$ cat src/rtl/regfile_pkg.sv
// Shared register-file constants: default geometry and the hard-wired zero register.
// The hazard unit and decode stage import the same values so all three agree.
package regfile_pkg;

  localparam int XLEN_DEF  = 32;
  localparam int NREGS_DEF = 32;
  localparam int AW_DEF    = $clog2(NREGS_DEF);

  localparam logic [AW_DEF-1:0] REG_ZERO = {AW_DEF{1'b0}};

  // True when addr names a real, writable register (not x0, not beyond the file).
  function automatic logic addr_valid(input logic [31:0] addr, input int unsigned nregs);
    return (addr != 32'd0) && (addr < nregs);
  endfunction

endpackage

$ cat src/rtl/regfile_scoreboard.sv
// Pending-write scoreboard: one busy bit per register, set on alloc, cleared on write.
// An alloc and a write to the same register in one cycle leave it busy, because the
// newly issued producer supersedes the one completing now.
module regfile_scoreboard
  import regfile_pkg::*;
#(
  parameter int NREGS = NREGS_DEF,
  parameter int AW    = $clog2(NREGS),
  parameter int NWP   = 1
) (
  input  logic              clk,
  input  logic              rst_n,
  input  logic [NWP-1:0]    we,
  input  logic [NWP*AW-1:0] wa,
  input  logic              alloc_en,
  input  logic [AW-1:0]     alloc_addr,
  output logic [NREGS-1:0]  busy
);

  logic [NREGS-1:0] r_busy;
  logic [NREGS-1:0] w_busy_nxt;

  // Next busy vector: completing writes clear first, then the alloc sets on top.
  always_comb begin
    w_busy_nxt = r_busy;
    for (int j = 0; j < NWP; j++) begin
      if (we[j] && addr_valid(32'(wa[j*AW +: AW]), NREGS)) begin
        w_busy_nxt[wa[j*AW +: AW]] = 1'b0;
      end else begin
        w_busy_nxt = w_busy_nxt;
      end
    end
    if (alloc_en && addr_valid(32'(alloc_addr), NREGS)) begin
      w_busy_nxt[alloc_addr] = 1'b1;
    end else begin
      w_busy_nxt = w_busy_nxt;
    end
    w_busy_nxt[0] = 1'b0;
  end

  // Busy register; asynchronous reset drops every outstanding producer.
  always_ff @(posedge clk or negedge rst_n) begin
    if (!rst_n) begin
      r_busy <= {NREGS{1'b0}};
    end else begin
      r_busy <= w_busy_nxt;
    end
  end

  assign busy = r_busy;

endmodule

$ cat src/rtl/regfile_mp.sv
// Parametrised multi-port integer register file with optional write-to-read bypass
// and a pending-write scoreboard. Register 0 reads zero and is never written or busy.
module regfile_mp
  import regfile_pkg::*;
#(
  parameter int XLEN   = XLEN_DEF,
  parameter int NREGS  = NREGS_DEF,
  parameter int AW     = $clog2(NREGS),
  parameter int NRP    = 2,
  parameter int NWP    = 1,
  parameter int BYPASS = 1
) (
  input  logic                clk,
  input  logic                rst_n,
  input  logic [NRP*AW-1:0]   ra,
  output logic [NRP*XLEN-1:0] rd,
  output logic [NRP-1:0]      rd_busy,
  input  logic [NWP-1:0]      we,
  input  logic [NWP*AW-1:0]   wa,
  input  logic [NWP*XLEN-1:0] wd,
  input  logic                alloc_en,
  input  logic [AW-1:0]       alloc_addr,
  output logic [NREGS-1:0]    busy
);

  logic [XLEN-1:0]  r_regs [NREGS];
  logic [NREGS-1:0] w_busy;

  regfile_scoreboard #(
    .NREGS (NREGS),
    .AW    (AW),
    .NWP   (NWP)
  ) u_scoreboard (
    .clk        (clk),
    .rst_n      (rst_n),
    .we         (we),
    .wa         (wa),
    .alloc_en   (alloc_en),
    .alloc_addr (alloc_addr),
    .busy       (w_busy)
  );

  assign busy = w_busy;

  // Storage update; ports are applied in ascending order so the highest index wins a collision.
  always_ff @(posedge clk or negedge rst_n) begin
    if (!rst_n) begin
      for (int k = 0; k < NREGS; k++) begin
        r_regs[k] <= {XLEN{1'b0}};
      end
    end else begin
      for (int j = 0; j < NWP; j++) begin
        if (we[j] && addr_valid(32'(wa[j*AW +: AW]), NREGS)) begin
          r_regs[wa[j*AW +: AW]] <= wd[j*XLEN +: XLEN];
        end
      end
    end
  end

  // Combinational read ports with bypass, zero-register and reset gating.
  always_comb begin
    logic [AW-1:0]   w_ra;
    logic [XLEN-1:0] w_data;
    logic            w_hit;
    rd      = {(NRP*XLEN){1'b0}};
    rd_busy = {NRP{1'b0}};
    for (int i = 0; i < NRP; i++) begin
      w_ra   = ra[i*AW +: AW];
      w_data = r_regs[w_ra];
      w_hit  = 1'b0;
      for (int j = 0; j < NWP; j++) begin
        if ((BYPASS != 0) && we[j] && (wa[j*AW +: AW] == w_ra)) begin
          w_hit  = 1'b1;
          w_data = wd[j*XLEN +: XLEN];
        end else begin
          w_hit  = w_hit;
        end
      end
      if (rst_n && addr_valid(32'(w_ra), NREGS)) begin
        rd[i*XLEN +: XLEN] = w_data;
        rd_busy[i]         = w_busy[w_ra] & ~w_hit;
      end else begin
        rd[i*XLEN +: XLEN] = {XLEN{1'b0}};
        rd_busy[i]         = 1'b0;
      end
    end
  end

endmodule

$ cat config.mk
export PLATFORM = sky130hd
export DESIGN_NAME = regfile_mp
export DESIGN_NICKNAME = d
export VERILOG_FILES = /design/src/rtl/regfile_pkg.sv /design/src/rtl/regfile_scoreboard.sv /design/src/rtl/regfile_mp.sv
export SDC_FILE = /design/constraint.sdc
export NUM_CORES = 2
export LEC_CHECK = 0
export CORE_MARGIN = 5
export CORE_UTILIZATION = 52
export DETAILED_ROUTE_END_ITERATION = 16
export MAX_ROUTING_LAYER = met4
export PLACE_DENSITY_LB_ADDON = 0.12
export SYNTH_ARGS = -nofsm -noshare
export SYNTH_HDL_FRONTEND = slang
export SYNTH_SLANG_ARGS = --single-unit
$ cat constraint.sdc
create_clock -name clk -period 2.47 [get_ports clk]
set_input_delay 0.494 -clock clk [delete_from_list [all_inputs] [get_ports clk]]
set_output_delay 0.494 -clock clk [all_outputs]
set_load 0.02 [all_outputs]
==> key figures <==
Setup path
  – Reg-to-reg endpoint: u_scoreboard.busy[6]
  – Critical path type: flop to output pin
  – Startpoint Class: flop
  – Reg2reg start: u_scoreboard.busy[6]
  – Crit path max fanout: 3
  – Crit path capture type: output pin
  – Worst reg2reg path depth: 4
  – Arrival @ worst endpoint: 2.56 ns
  – R2R Setup Slk: around 1.4 ns
  – Worst EP required: 1.98 ns

Logic synthesis
  – Mapped Cells: around 3800
  – Synthesized flop and latch total: around 1100
  – Number of synthesized flops with an enable pin: 0
  – Mapped cell area: about 56000 sq um
  – Post-synthesis net count: between 3000 and 4000
  – Synth cell types: 54
  – Main synth FF type: dfrtp_1
  – Yosys warnings: 0
  – Avg Inst Size Synth: approximately 15 sq um
  – Ys async rst share: between 90% and 100%
  – Register area share after synthesis: 46.8%

Floorplan
  – Die width: about 340 um
  – Starting Density: between 50% and 60%
  – # rows: 120
  – Core area: 107000 sq um
  – Die Y: between 300 and 400 um
  – Full die area: 115000 sq um
  – Io pins: 154

Layout
  – Share of cells above drive strength 1: 59.6%
  – Layout Nets: between 4000 and 5000
  – Fin area: about 72000 sq um
  – Area Overhead vs Synth: 28.1%
  – Non-filler instance count after layout: around 5900
  – Fill cells: 7303

Detailed routing
  – DR pass1 iterations: 8
  – DR vias/cell: between 6 and 7
  – Antenna Violating Nets Remaining: 0
  – DRT iter0 DRCs: 3673
  – Wire per inst: ~34 um
  – # DRC: 0
  – WL final: between 150000 and 200000 um
  – Total number of vias: just over 40000

Timing
  – Setup violators final: 66
  – Min Tclk post-route: just over 3 ns
  – RSZ-0062 raised after global routing: yes
  – Max-slew violations: 0
  – Rel. slew slack: 22.9%
  – Setup TNS: -26.54 ns
  – Worst hold margin: about 0.056 ns
  – Hold violation total from the final report: 0
  – Achievable Freq: 327 MHz
  – Tcrit/Tclk final: 124%
  – Clock skew: 0 ns
  – Final worst slack: -0.588 ns
  – Slew @ Worst Pin: around 1.2 ns

GRT
  – Pin count of the biggest net entering global routing: a little over 200
  – Grt ovf: 0
  – First-pass GRT wire length: approximately 300000 um
  – GRT Total Usage: 35.0%
  – Initial antenna violation count: 1
  – Vias in the first global route: ~43000

Place
  – # placed instances: 5523
  – Post-DP Area: roughly 65000 sq um
  – GP Congestion: just over 0.9
  – I/O Buffers: between 150 and 200
  – HPWL after detailed placement: around 130000 um

Min path
  – Min-Delay Path Class: primary input to asynchronous set/reset pin

Power
  – Leakage power: between 30 and 40 nW
  – Power density over the cells: approximately 760 nW/um^2
  – Maximum vdd drop: approximately 0.00078 V

Clocking
  – Later-pin clock latency in the skew report: between 0.7 and 0.8 ns
  – CTS tree: done
  – CTS max path bufs: 3
  – Clk root buf: clkbuf_16
  – Clock Sink Count: 1055
  – H-Tree Depth: 3
  – TritonCTS buffer count: 118
  – Clk slew on worst S/H paths: 0.06 ns

Outcome
  – Outcome: complete, but fails checks
  – Failing checks: negative setup slack

Job
  – Max cap viols: 0
==> where the power goes <==
group,internal (W),switching (W)
clock network,0.0107,0.00756
logic,0.00790,0.00557
registers,0.0206,0.00254
total,0.0392,0.0157
==> registers in the layout, summed over array words and instances, names as in the netlist <==
name / count
r_regs: 1024
u_scoreboard.busy: 31
==> metrics by stage <==
stage	total power, W	worst slack, ns	utilization [%]
finish	0.0549	-0.588	67.2
global route	0.0569	-0.679	67.2
CTS	0.0544	-0.623	66.4
detailed placement	0.0353	-1.34	60.1
global placement	0.0345	-1.35	60.1
floorplan	0.0304	-0.0391	-
==> routing by layer <==
| layer | wire, um | part of all wire [%] | global-route usage (%) | vias up |
|---|---|---|---|---|
| met4 | 12000 | 6.0 | 16.4 | 0 |
| met1 | 75200 | 38 | 44.1 | 21700 |
| li1 | - | - | - | 16100 |
| met3 | 15400 | 7.7 | 7.00 | 619 |
| met2 | 95800 | 48 | 55.3 | 2061 |
| met5 | 0 | 0 | - | - |
==> worst max path at each step <==
stage	endpoint	cells after the start	slack, ns	startpoint
floorplan	rd[63]	7	-0.04	ra[5]
CTS	rd_busy[0]	6	-0.62	u_scoreboard.busy[6]
detailed placement	rd[47]	10	-1.34	ra[7]
finish	rd_busy[0]	6	-0.59	u_scoreboard.busy[6]
global route	rd_busy[0]	6	-0.68	u_scoreboard.busy[6]
global placement	rd[47]	10	-1.35	ra[7]
==> final cells by class <==
class	instances	area, sq um	share of cell area [%]
antenna	1	2.50	0.00347
clock buffer	177	3480	4.83
clock inverter	45	558	0.773
inverter	7	27.5	0.0381
multi-input combinational	2319	29600	41.0
sequential	1055	26400	36.6
tap	1403	1760	2.43
timing repair buffer	896	10300	14.3
==> placed cells by master, fill, tap and decap left out, types with 31 or more instances in the layout <==
master | netlist | final
a21oi_2 | 0 | 32
a221oi_1 | 91 | 59
a221oi_2 | 0 | 32
a22o_1 | 45 | 35
a22oi_2 | 0 | 102
buf_12 | 0 | 189
buf_4 | 26 | 494
buf_6 | 10 | 96
clkbuf_16 | 0 | 123
clkbuf_8 | 0 | 31
clkdlybuf4s50_1 | 0 | 60
dfrtp_1 | 1055 | 1055
mux2_1 | 93 | 93
mux2_2 | 901 | 900
mux2i_1 | 225 | 210
mux4_2 | 441 | 441
o21ai_0 | 81 | 51
==> synth_stat cells, drive strengths merged, types with 30 or more instances <==
master     n  share of area [%]
a211o     30               0.47
a211oi    31               0.41
a21oi     62               0.55
a221oi    91                1.4
a22o      45               0.70
a22oi    121                1.6
buf      226                2.2
clkbuf   215                1.4
dfrtp   1055                 47
mux2     994                 20
mux2i    225                4.0
mux4     441                 18
nand3     37               0.34
o21ai     83               0.74
o22ai     34               0.38
==> cells by family (layout without fill, tap and decap cells) <==
family                    count (synthesis)  count (layout)  synth area share [%]
muxes                                  1660            1660                  41.5
DFF                                    1055            1055                  46.8
AOI/OAI and AO/OA                       505             505                  6.41
buffers and inverters                   448            1125                  3.71
and+or+nand+nor                         143             143                  1.39
xor gates and xnor gates                 10              10                 0.155
other                                     1               2               0.00665
==> timing repair <==
item,4_1_cts,5_1_grt
setup buffers,111,30
cloned,17,4
pin swaps,175,87
gates resized for setup,670,144
hold buffers,0,0
setup endpoints to repair,67,67
==> critical path: stages (launching register included) <==
cell and delay, ns:
dfrtp_1 0.41, buf_6 0.13, mux4_2 0.46, mux4_2 0.47, mux2i_1 0.14, nor2_1 0.07
buf_4 0.15
Note: power is estimated with default switching activity, not from simulation.
